## config.mk

```make
export PLATFORM = sky130hd
export DESIGN_NAME = dot_acc
export DESIGN_NICKNAME = d
export VERILOG_FILES = /design/src/rtl/dot_acc_pkg.sv /design/src/rtl/dot_acc_out_reg.sv /design/src/rtl/dot_acc.sv
export SDC_FILE = /design/constraint.sdc
export NUM_CORES = 1
export LEC_CHECK = 0
export ABC_AREA = 1
export CORE_ASPECT_RATIO = 0.75
export CORE_MARGIN = 2
export CORE_UTILIZATION = 41
export CTS_CLUSTER_DIAMETER = 50
export DETAILED_ROUTE_END_ITERATION = 8
export DONT_BUFFER_PORTS = 1
export PLACE_DENSITY = 0.64
export SYNTH_ARGS = -nofsm -noshare
export SYNTH_HDL_FRONTEND = slang
export SYNTH_SLANG_ARGS = --single-unit
```

## constraint.sdc

```tcl
create_clock -name clk -period 2.5 [get_ports clk]
set_clock_uncertainty 0.1 [all_clocks]
set_input_delay 0.5 -clock clk [delete_from_list [all_inputs] [get_ports clk]]
set_output_delay 0.5 -clock clk [all_outputs]
set_load 0.1 [all_outputs]
```

## src/rtl/dot_acc_pkg.sv

```systemverilog
// dot_acc_pkg: shared types and helpers for the dot_acc signed dot-product
// accumulator.
//   state_t   : accumulator FSM states. Only the build without
//               DOT_ACC_SKID_EN uses them.
//   acc_w()   : accumulator/result width for a given operand width and length.
//   RES_CNT_W : width of the delivered-results counter.
package dot_acc_pkg;

  typedef enum logic [0:0] {
    S_ACC = 1'b0,
    S_OUT = 1'b1
  } state_t;

  localparam int RES_CNT_W = 16;

  // Sum of len products of width 2*data_w needs $clog2(len) extra bits.
  function automatic int acc_w(input int data_w, input int len);
    return 2 * data_w + $clog2(len);
  endfunction

endpackage

```

## src/rtl/dot_acc_out_reg.sv

```systemverilog
// dot_acc_out_reg: result register with valid/ready handshake and a
// delivered-results counter.
// Ports:
//   clk, rst   : rising-edge clock, asynchronous active-high reset
//   load       : capture load_data as a new pending result (from the core)
//   load_data  : finished dot-product sum
//   res_ready  : consumer accepts the result
//   res_valid  : result pending
//   res_data   : pending result, held stable until accepted
//   res_cnt    : results delivered since reset; wraps at 2^RES_CNT_W
// The core only asserts load when the register is empty or being retired in
// the same cycle. A load never overwrites an unaccepted result.
module dot_acc_out_reg
  import dot_acc_pkg::*;
#(
  parameter int ACC_W = 18
) (
  input  logic                 clk,
  input  logic                 rst,
  input  logic                 load,
  input  logic [ACC_W-1:0]     load_data,
  input  logic                 res_ready,
  output logic                 res_valid,
  output logic [ACC_W-1:0]     res_data,
  output logic [RES_CNT_W-1:0] res_cnt
);

  // Result register, valid flag and delivery counter.
  always_ff @(posedge clk or posedge rst) begin
    if (rst) begin
      res_valid <= 1'b0;
      res_data  <= '0;
      res_cnt   <= '0;
    end else begin
      // A load in the retire cycle keeps valid high (back-to-back results).
      if (load) begin
        res_valid <= 1'b1;
        res_data  <= load_data;
      end else if (res_valid && res_ready) begin
        res_valid <= 1'b0;
      end
      if (res_valid && res_ready) begin
        res_cnt <= res_cnt + RES_CNT_W'(1);
      end
    end
  end

endmodule

```

## src/rtl/dot_acc.sv

```systemverilog
// dot_acc: signed dot-product accumulator. It sums LEN consecutive signed
// products of width 2*DATA_W and presents each sum on a valid/ready output.
// Parameters: DATA_W (operand width), LEN (products per vector, >= 2).
// Ports:
//   clk, rst    : rising-edge clock, asynchronous active-high reset
//   prod_valid  : product present
//   prod_ready  : product accepted this cycle (low while rst is high)
//   prod_data   : signed product, 2*DATA_W bits
//   res_valid   : dot-product result present
//   res_ready   : consumer accepts the result
//   res_data    : signed sum of LEN products, ACC_W bits
//   res_cnt     : results delivered since reset (16 bits, wraps)
// Build option: DOT_ACC_SKID_EN. When it is defined, accumulation of the next
// vector overlaps with a pending result. Only the final product of that
// vector stalls. When it is undefined, an S_ACC/S_OUT FSM stalls the input
// for the whole time a result is pending.
module dot_acc
  import dot_acc_pkg::*;
#(
  parameter  int DATA_W = 8,
  parameter  int LEN    = 4,
  localparam int ACC_W  = acc_w(DATA_W, LEN)
) (
  input  logic                 clk,
  input  logic                 rst,
  input  logic                 prod_valid,
  output logic                 prod_ready,
  input  logic [2*DATA_W-1:0]  prod_data,
  output logic                 res_valid,
  input  logic                 res_ready,
  output logic [ACC_W-1:0]     res_data,
  output logic [RES_CNT_W-1:0] res_cnt
);

  localparam int PROD_W = 2 * DATA_W;
  localparam int CNT_W  = $clog2(LEN);
  localparam int EXT_W  = ACC_W - PROD_W;
  localparam logic [CNT_W-1:0] CNT_LAST = CNT_W'(LEN - 1);

  logic [ACC_W-1:0] acc_r;
  logic [CNT_W-1:0] cnt_r;
  logic [ACC_W-1:0] prod_ext_s;
  logic [ACC_W-1:0] sum_s;
  logic             accept_s;
  logic             last_s;
  logic             load_s;

  assign prod_ext_s = {{EXT_W{prod_data[PROD_W-1]}}, prod_data};
  assign sum_s      = acc_r + prod_ext_s;
  assign accept_s   = prod_valid & prod_ready;
  assign last_s     = (cnt_r == CNT_LAST);
  assign load_s     = accept_s & last_s;

  // Partial sum and product counter. Both clear when a vector completes.
  always_ff @(posedge clk or posedge rst) begin
    if (rst) begin
      acc_r <= '0;
      cnt_r <= '0;
    end else if (accept_s) begin
      if (last_s) begin
        acc_r <= '0;
        cnt_r <= '0;
      end else begin
        acc_r <= sum_s;
        cnt_r <= cnt_r + CNT_W'(1);
      end
    end
  end

`ifdef DOT_ACC_SKID_EN
  // Stall only the final product, and only while the previous result waits.
  always_comb begin
    prod_ready = 1'b0;
    if (rst) begin
      prod_ready = 1'b0;
    end else begin
      prod_ready = ~(res_valid & ~res_ready & last_s);
    end
  end
`else
  state_t state_r;
  state_t next_state_s;

  // FSM state register.
  always_ff @(posedge clk or posedge rst) begin
    if (rst) begin
      state_r <= S_ACC;
    end else begin
      state_r <= next_state_s;
    end
  end

  // Next state and input ready. The input is closed while a result is pending.
  always_comb begin
    next_state_s = state_r;
    prod_ready   = 1'b0;
    case (state_r)
      S_ACC: begin
        prod_ready = ~rst;
        if (load_s) begin
          next_state_s = S_OUT;
        end else begin
          next_state_s = S_ACC;
        end
      end
      S_OUT: begin
        prod_ready = 1'b0;
        if (res_ready) begin
          next_state_s = S_ACC;
        end else begin
          next_state_s = S_OUT;
        end
      end
      default: begin
        next_state_s = S_ACC;
        prod_ready   = 1'b0;
      end
    endcase
  end
`endif

  dot_acc_out_reg #(
    .ACC_W(ACC_W)
  ) u_out_reg (
    .clk       (clk),
    .rst       (rst),
    .load      (load_s),
    .load_data (sum_s),
    .res_ready (res_ready),
    .res_valid (res_valid),
    .res_data  (res_data),
    .res_cnt   (res_cnt)
  );

endmodule

```

==> results of run 1 <==
==> metrics by stage <==
stage                     util [%]  area, sq um  total power [uW]
after floorplan                  -         3240              3910
after global placement        47.0         3660              4530
after detailed placement      47.0         3660              4570
after CTS                     48.3         3750              5140
after global routing          48.3         3750              5510
final                         48.3         3750              5120
==> flip-flops by register name (all words and copies together) (netlist names) <==
signal               cells
acc_r                   18
u_out_reg.res_data      18
u_out_reg.res_cnt       16
cnt_r                    2
state_r                  1
u_out_reg.res_valid      1
==> cell type report <==
type	count	area (sq um)
clock buffers	5	68.8
clock inverters	3	27.5
fillers	787	4020
inverters	47	176
multi-input cells	304	1630
flip-flops and latches	56	1400
well taps	105	131
repair buffers	41	320
==> cell families (layout without fill, tap and decap cells) <==
family | Yosys count | after routing | synth area share (%)
AOI/OAI and AO/OA | 41 | 41 | 6.69
adders and majority gates | 20 | 20 | 7.96
DFF | 56 | 56 | 43.3
and+or+nand+nor | 222 | 222 | 29.9
xor gates and xnor gates | 21 | 21 | 5.68
buffers and inverters | 53 | 96 | 6.49
==> report_power, final <==
part / switching [uW] / internal [uW]
clock: 345 / 207
combinational: 2360 / 816
sequential: 172 / 1220
==> per-layer routing <==
layer | vias to the layer above | GRT usage, % | wire length [microns]
met4 | 0 | 4.55 | 89
met2 | 68 | 27.1 | 3090
met5 | - | 0 | 0
met1 | 1286 | 27.2 | 3910
li1 | 1396 | - | -
met3 | 8 | 5.46 | 485
==> synth_stat cells, types with 2 or more instances <==
cell type,number
nor2_1,20
nor3_4,2
xor2_1,13
clkbuf_1,2
nor3_1,7
nand2_1,149
o21ai_0,23
a21oi_1,13
nand3_1,31
buf_2,3
dfrtp_1,56
and2_1,2
xnor2_1,8
ha_1,19
inv_1,46
nor3_2,2
nand3b_1,5
==> path summary, 6_finish.rpt <==
check,start,end,cells after the start
worst max register to register,acc_r[0],u_out_reg.res_data[14],11
worst min-delay path,rst,acc_r[8],1
worst max-delay path,acc_r[0],u_out_reg.res_data[14],11
min in group clk,res_ready,state_r,1
max in group asynchronous,rst,acc_r[12],2
worst min register to register,acc_r[15],acc_r[15],2
==> worst reg2reg max path, delay by kind of cell, from the launching register on <==
family,cells,cell delay (ns)
AO/OA/AOI/OAI,1,0.23
flip-flops,1,0.36
AND/OR/NAND/NOR,7,0.60
buffers and inverters,1,0.07
adder cells (fa/ha/maj),2,0.65
==> results.json, run 1 <==
{
  "status": "finished with violations",
  "violations": "hold timing",
  "crit_family": "adder cells",
  "grt_setup_unrepaired": "false",
  "slew-limit-headroom_pct": 62.3,
  "hold_buffers": 0,
  "r2r_slack_ns": 0.40,
  "dpl_worst_slack_ns": 0.284,
  "cts_tree": "yes",
  "hpwl_microns": 5740,
  "antenna_left": 0,
  "hold_violations": 11,
  "wl_microns": 7570,
  "syn-cell-area_sq_um": 3240,
  "vias_per_cell": 4.92,
  "die_x_microns": 107,
  "dr.pass1.iters": 5,
  "final_common_cell": "nand2_1",
  "max_freq_ghz": 0.476,
  "postCtsSetupBuffers": 0,
  "cts_sinks": 56,
  "drtIter0Drc": 142,
  "netlist_instances": 413,
  "grt_pass1_wl_microns": 12800,
  "fin_setup_tns_ns": 0,
  "cp_data_required_time_ns": 2.61,
  "drive_gt1_share_pct": 12.9,
  "crit_fanout": 4,
  "drc_errors": 0,
  "async_flop_share_pct": 100,
  "die_h_microns": 81.0,
  "yosys_warnings": 0,
  "antenna_found_initial": 0,
  "synthFlopType": "dfrtp_1",
  "min_period_ns": 2.10,
  "crit_path_top_delay_cell": "fa_1",
  "worstSetupPathType": "flop to flop",
  "crit_chain": "ha_1 > inv_1 > fa_1 > o21ai_2 > nand2_1 > nand2_1 > nand2_1 > nand2_1 > nand2_1 > nand3_1 > nand2_1",
  "cp_slowest_stage_delay_ns": 0.43,
  "worst_setup_path_start_kind": "flop",
  "area_growth_pct": 16.0,
  "grt_overflow": 0,
  "portBuffers": 0,
  "layout.cells.non_filler": 561,
  "initial_core_util_pct": 41.6,
  "h-tree-depth": 2,
  "placedCellCount": 553,
  "endpoint_kind": "flop",
  "hp-class": "input port to async pin",
  "mappedNetlistNets": 453,
  "leakagePower_uw": 0.00208,
  "slew_viol_final": 0,
  "finalSetupViolations": 0,
  "synth.largest_area_cell": "dfrtp_1",
  "nNetsFinal": 495,
  "path_clk_slew_ns": 0.12,
  "numCtsBuffers": 5,
  "fin_ws_ns": 0.401,
  "rows": 28,
  "min_period_over_period_pct": 84.0,
  "clockBufferDepth": 2,
  "synth_edf_count": 0,
  "routabilityCongestion": 0.902,
  "num_antenna_cells": 0,
  "clockRootBuffer": "clkbuf_8",
  "most-common-layout-cells": "nand2_1 (149), dfrtp_1 (56), inv_1 (45)",
  "yosysSeqAreaShare_pct": 43.3,
  "ios": 56,
  "vdd.ir_drop.worst_mv": 0.777,
  "worst_slew_pin_slew_ns": 0.565,
  "grt_max_degree": 32,
  "drv_cap": 0,
  "wl_per_cell_microns": 13.5,
  "crit_arrival_ns": 2.21,
  "synth_area_per_cell_sq_um": 7.84,
  "cts_resized": 0,
  "grt_usage_pct": 18.6,
  "critPathMostFrequentCell": "nand2_1",
  "ys_ff_latch": 56,
  "dr_total_vias": 2758,
  "whs_ns": -0.00421,
  "path_buf_inv": 1,
  "yosys.area.top_type_share_pct": 43.3,
  "die_area_sq_um": 8630,
  "core_sq_um": 7780,
  "synth_cell_types": 29,
  "first_global_vias": 2689,
  "worstSkewPairLatency_ns": 0.32,
  "synth_area_leaders": "dfrtp_1 (43%), nand2_1 (17%), ha_1 (7.3%)",
  "p_per_area_nw_per_um2": 1360
}
Note: power is estimated with default switching activity, not from simulation.
==> run 2: changes to the inputs <==
--- a/config.mk
+++ b/config.mk
@@ -12,7 +12,7 @@
 export CTS_CLUSTER_DIAMETER = 50
 export DETAILED_ROUTE_END_ITERATION = 8
 export DONT_BUFFER_PORTS = 1
-export PLACE_DENSITY = 0.64
+export PLACE_DENSITY = 0.66
 export SYNTH_ARGS = -nofsm -noshare
 export SYNTH_HDL_FRONTEND = slang
 export SYNTH_SLANG_ARGS = --single-unit
==> constraint.sdc (replaced) <==
create_clock -name clk -period 1.7 [get_ports clk]
set_clock_uncertainty 0.1 [all_clocks]
set_input_delay 0.34 -clock clk [delete_from_list [all_inputs] [get_ports clk]]
set_output_delay 0.34 -clock clk [all_outputs]
set_load 0.1 [all_outputs]
==> run 2 against run 1 <==
  * The flow finishes with violations (setup timing)
  * Via count grew 9.9%
  * Power grew 79%
  * First-iteration DRC count grew 37%
  * Global-route usage grew 1.7 points
  * Combinational power grew 96%
  * Critical path depth shrank 3
  * Clock-buffer cell count is the same
==> results.json, run 2 (synthesis gave the netlist of run 1 again) <==
{
  "p_total_uw": 9180,
  "status": "finished with violations",
  "worst_setup_path_start_kind": "flop",
  "final_common_cell": "nand2_1",
  "initial_core_util_pct": 41.6,
  "antenna_found_initial": 0,
  "slew-limit-headroom_pct": 70.7,
  "ios": 56,
  "max_freq_ghz": 0.525,
  "fin_area_sq_um": 4500,
  "core_sq_um": 7780,
  "p_per_area_nw_per_um2": 2040,
  "wl_met1_microns": 3810,
  "most-common-layout-cells": "nand2_1 (123), buf_4 (62), dfrtp_1 (41)",
  "worst_slew_pin_slew_ns": 0.439,
  "placedCellCount": 574,
  "grt_usage_pct": 20.4,
  "whs_ns": 0.0224,
  "hp-class": "input port to flop",
  "worstSkewPairLatency_ns": 0.32,
  "layout.cells.non_filler": 588,
  "grt_overflow": 0,
  "hpwl_microns": 5920,
  "area_growth_pct": 39.0,
  "crit_arrival_ns": 2.00,
  "slew_viol_final": 0,
  "top_layer_used": "met4",
  "wl_microns": 9020,
  "leakagePower_uw": 0.00228,
  "min_period_ns": 1.91,
  "routabilityCongestion": 0.862,
  "antenna_left": 0,
  "rows": 28,
  "wl_met3_microns": 731,
  "clockBufferDepth": 2,
  "worstSetupPathType": "flop to flop",
  "vdd.ir_drop.worst_mv": 1.03,
  "vias_per_cell": 5.15,
  "endpoint_kind": "flop",
  "die_h_microns": 81.0,
  "grt_max_degree": 39,
  "wl_per_cell_microns": 15.3,
  "hold_violations": 0,
  "clockRootBuffer": "clkbuf_8",
  "drtIter0Drc": 195,
  "dr.pass1.iters": 5,
  "cts_tree": "yes",
  "num_antenna_cells": 0,
  "drive_gt1_share_pct": 36.6,
  "numCtsBuffers": 5,
  "drc_errors": 0,
  "nNetsFinal": 522,
  "crit_fanout": 3,
  "die_x_microns": 107,
  "dr_total_vias": 3030,
  "finalSetupViolations": 27,
  "violations": "setup timing",
  "fin_ws_ns": -0.206,
  "first_global_vias": 2952,
  "grt_pass1_wl_microns": 13900,
  "min_period_over_period_pct": 112,
  "cts_sinks": 56,
  "die_area_sq_um": 8630,
  "cp_data_required_time_ns": 1.79,
  "path_clk_slew_ns": 0.11,
  "drv_cap": 0,
  "grt_setup_unrepaired": "true",
  "fin_setup_tns_ns": -3.00,
  "placed_area_sq_um": 3910,
  "top_regs": "acc_r (18), u_out_reg.res_data (18), u_out_reg.res_cnt (16)",
  "portBuffers": 0,
  "h-tree-depth": 2,
  "met2_length_microns": 4320
}
[run 2: metal layers]
metal	global-route usage, %	vias to the layer above
met1	25.6	1441
met2	34.2	114
li1	-	1456
met4	6.88	0
met3	5.70	19
met5	0	-
[run 2: through the flow]
stage / worst slack (ns) / utilization [%]
after floorplan: -0.0619 / -
after global placement: -0.0868 / 50.3
after detailed placement: -0.130 / 50.3
after CTS: -0.132 / 55.3
after global routing: -0.253 / 57.8
final: -0.206 / 57.8
[run 2: final cells by class]
class / instances / area, sq um
fillers: 675 / 3280
multi-input cells: 304 / 2120
flip-flops and latches: 56 / 1440
repair buffers: 68 / 539
inverters: 47 / 180
well taps: 105 / 131
clock buffers: 5 / 68.8
clock inverters: 3 / 22.5
[run 2: critical path: stages (launching register included)]
cell and delay, ns:
dfrtp_1 0.40, ha_4 0.15, inv_2 0.03, fa_2 0.37, o21ai_4 0.18, nand2_1 0.09
nand2_2 0.12, xnor2_1 0.20, o21ai_0 0.14
[run 2: final timing paths]
path                                        from                     to  slack, ns  depth (start not counted)
hold reg to reg            u_out_reg.res_data[9]  u_out_reg.res_data[9]       0.38                          2
setup reg to reg                        acc_r[0]               acc_r[8]      -0.21                          8
setup / recovery                        acc_r[0]               acc_r[8]      -0.21                          8
hold / removal                         res_ready    u_out_reg.res_valid       0.02                          1
min in group asynchronous                    rst   u_out_reg.res_cnt[3]       0.41                          2
max in group asynchronous                    rst  u_out_reg.res_data[6]       0.55                          3
[run 2: report_power, final]
group / internal [uW] / switching, uW / total, uW
combinational: 2100 / 4130 / 6230
clock: 297 / 476 / 773
sequential: 1820 / 358 / 2180
total: 4220 / 4960 / 9180
[run 2: timing repair]
action	4_1_cts	5_1_grt
gates resized for setup	48	40
setup endpoints to repair	28	30
hold endpoints to repair	18	1
pin swaps	21	9
buffers inserted	4	3
hold buffers	1	1
==> run 3: changes to the inputs <==
--- a/config.mk
+++ b/config.mk
@@ -6,13 +6,12 @@
 export NUM_CORES = 1
 export LEC_CHECK = 0
 export ABC_AREA = 1
-export CORE_ASPECT_RATIO = 0.75
 export CORE_MARGIN = 2
-export CORE_UTILIZATION = 41
+export CORE_UTILIZATION = 57
 export CTS_CLUSTER_DIAMETER = 50
 export DETAILED_ROUTE_END_ITERATION = 8
 export DONT_BUFFER_PORTS = 1
-export PLACE_DENSITY = 0.66
+export PLACE_DENSITY = 0.84
 export SYNTH_ARGS = -nofsm -noshare
 export SYNTH_HDL_FRONTEND = slang
 export SYNTH_SLANG_ARGS = --single-unit
==> run 3 against run 2 <==
  * The run still ends with setup timing left
  * Die area down 27%
  * Flip-flop and latch count unchanged
  * Worst hold slack worse by 0.0067 ns
  * Cell count down 6.1%
  * Clock-buffer cell count unchanged
  * Sequential power about the same
  * Via count up 6.9%
  * Combinational power up 2%
  * Worst setup slack worse by 0.076 ns
  * Sequential share of layout area up 0.23 points
  * Critical path depth down 1
  * Critical path type unchanged
  * Largest power group unchanged
  * Highest routed layer unchanged
==> results.json, run 3 (synthesis gave the netlist of run 1 again) <==
{
  "cp_slowest_stage_delay_ns": 0.42,
  "placedCellCount": 533,
  "initial_core_util_pct": 58.8,
  "drtIter0Drc": 332,
  "drc_errors": 0,
  "crit_fanout": 6,
  "hold_violations": 0,
  "seq_power_share_pct": 23.6,
  "path_clk_slew_ns": 0.11,
  "min_period_over_period_pct": 117,
  "final_common_cell": "nand2_1",
  "worstSetupPathType": "flop to flop",
  "multiInputGateArea_sq_um": 2160,
  "wl_microns": 9850,
  "internal_power_uw": 4200,
  "worst_setup_path_start_kind": "flop",
  "placed_area_sq_um": 3810,
  "endpoint_kind": "flop",
  "area_growth_pct": 38.0,
  "crit_end": "u_out_reg.res_data[16]",
  "fillers": 289,
  "dr.pass1.iters": 6,
  "clockBufferDepth": 2,
  "finalSetupViolations": 22,
  "cts_tree": "yes",
  "h-tree-depth": 2,
  "seqCellArea_sq_um": 1440,
  "fin_ws_ns": -0.281,
  "slew_viol_final": 0,
  "min_period_ns": 1.98,
  "cp_data_required_time_ns": 1.83,
  "antenna_left": 0,
  "whs_ns": 0.0157,
  "drv_cap": 0,
  "clockRootBuffer": "clkbuf_8",
  "num_antenna_cells": 0,
  "min_from": "res_ready",
  "reg2reg_to": "u_out_reg.res_data[16]",
  "fin_area_sq_um": 4470,
  "vdd.ir_drop.worst_mv": 1.73,
  "die_x_microns": 79.4,
  "grt_usage_pct": 27.3,
  "violations": "setup timing",
  "most-common-layout-cells": "nand2_1 (117), buf_4 (61), dfrtp_1 (41)",
  "comb_power_share_pct": 68.1,
  "r2r_slack_ns": -0.28,
  "portBuffers": 0,
  "rows": 27,
  "slew-limit-headroom_pct": 72.3,
  "hp-class": "input port to flop",
  "max_freq_ghz": 0.505,
  "switching_share_pct": 54.8,
  "timing.rr.start": "acc_r[11]",
  "status": "finished with violations",
  "top_regs": "acc_r (18), u_out_reg.res_data (18), u_out_reg.res_cnt (16)",
  "die_h_microns": 79.4,
  "cts_sinks": 56,
  "grt_max_degree": 57,
  "leakagePower_uw": 0.00228,
  "worst_slew_pin_slew_ns": 0.412,
  "dr_total_vias": 3238,
  "drive_gt1_share_pct": 38.5,
  "dpl_worst_slack_ns": -0.134,
  "layout.cells.non_filler": 552,
  "p_per_area_nw_per_um2": 2080,
  "wl_per_cell_microns": 17.9,
  "nNetsFinal": 519,
  "numCtsBuffers": 5,
  "routabilityCongestion": 0.868,
  "fin_setup_tns_ns": -2.81,
  "crit_path_top_delay_cell": "dfrtp_1",
  "switching_power_uw": 5100,
  "grt_overflow": 0,
  "crit_chain": "ha_4 > a21oi_1 > o21ai_0 > a21oi_1 > nand3_1 > nand3_1 > nand2_1",
  "vias_per_cell": 5.87,
  "crit_arrival_ns": 2.11,
  "first_global_vias": 2957,
  "reg2reg_depth": 7,
  "hpwl_microns": 5660,
  "antenna_found_initial": 0,
  "grt_pass1_wl_microns": 13500,
  "pwr-share-clk_pct": 8.3,
  "worstSkewPairLatency_ns": 0.32,
  "setup.worst_path.start": "acc_r[11]",
  "ios": 56,
  "core_sq_um": 5510,
  "die_area_sq_um": 6300,
  "grt_setup_unrepaired": "true"
}
==> run 3: worst max-delay path, delay by kind of cell, from the launching register on <==
family / cells / cell delay (ns)
AND/OR/NAND/NOR: 3 / 0.38
flip-flops: 1 / 0.42
AO/OA/AOI/OAI: 3 / 0.72
adder cells (fa/ha/maj): 1 / 0.25
==> run 3: worst min-delay path by stage <==
stage	to	cells past startpoint	slack, ns
floorplan	acc_r[0]	1	0.32
global placement	state_r	2	0.21
detailed placement	u_out_reg.res_data[0]	2	0.22
CTS	state_r	1	0.02
global route	u_out_reg.res_valid	1	0.03
finish	state_r	1	0.02
==> run 3: metrics by stage <==
stage,utilization [%],power [uW]
2_1_floorplan,-,5860
3_3_place_gp,69.2,6870
3_5_place_dp,69.2,7010
4_1_cts,73.6,8040
5_1_grt,81.1,9740
6_report,81.1,9300
==> run 3: metal layers <==
layer / part of all wire, % / vias to the layer above / global-route usage, %
met5: 0 / - / 0
met4: 5.1 / 0 / 11.4
met3: 7.7 / 60 / 5.34
met2: 49 / 201 / 46.8
met1: 38 / 1538 / 33.7
li1: - / 1439 / -
==> run 3: final cells by class <==
class / instances / area share [%]
repair buffers: 65 / 11.4
well taps: 72 / 2.02
clock buffers: 5 / 1.54
multi-input cells: 304 / 48.3
inverters: 47 / 4.09
flip-flops and latches: 56 / 32.1
clock inverters: 3 / 0.504
==> run 3: repair_timing <==
item	CTS	global route
hold endpoints to repair	56	0
buffers inserted	1	9
pin swaps	3	27
hold buffers	1	0
resized for setup	20	83
endpoints found under the setup margin	26	32
==> run 3: power groups by stage <==
stage / Sequential, uW / Clock (uW) / Combinational, uW
3_3_place_gp: 2100 / 0 / 4770
6_report: 2190 / 775 / 6340
4_1_cts: 2130 / 770 / 5130
3_5_place_dp: 2120 / 0 / 4890
2_1_floorplan: 3870 / 0 / 1990
5_1_grt: 2230 / 819 / 6700
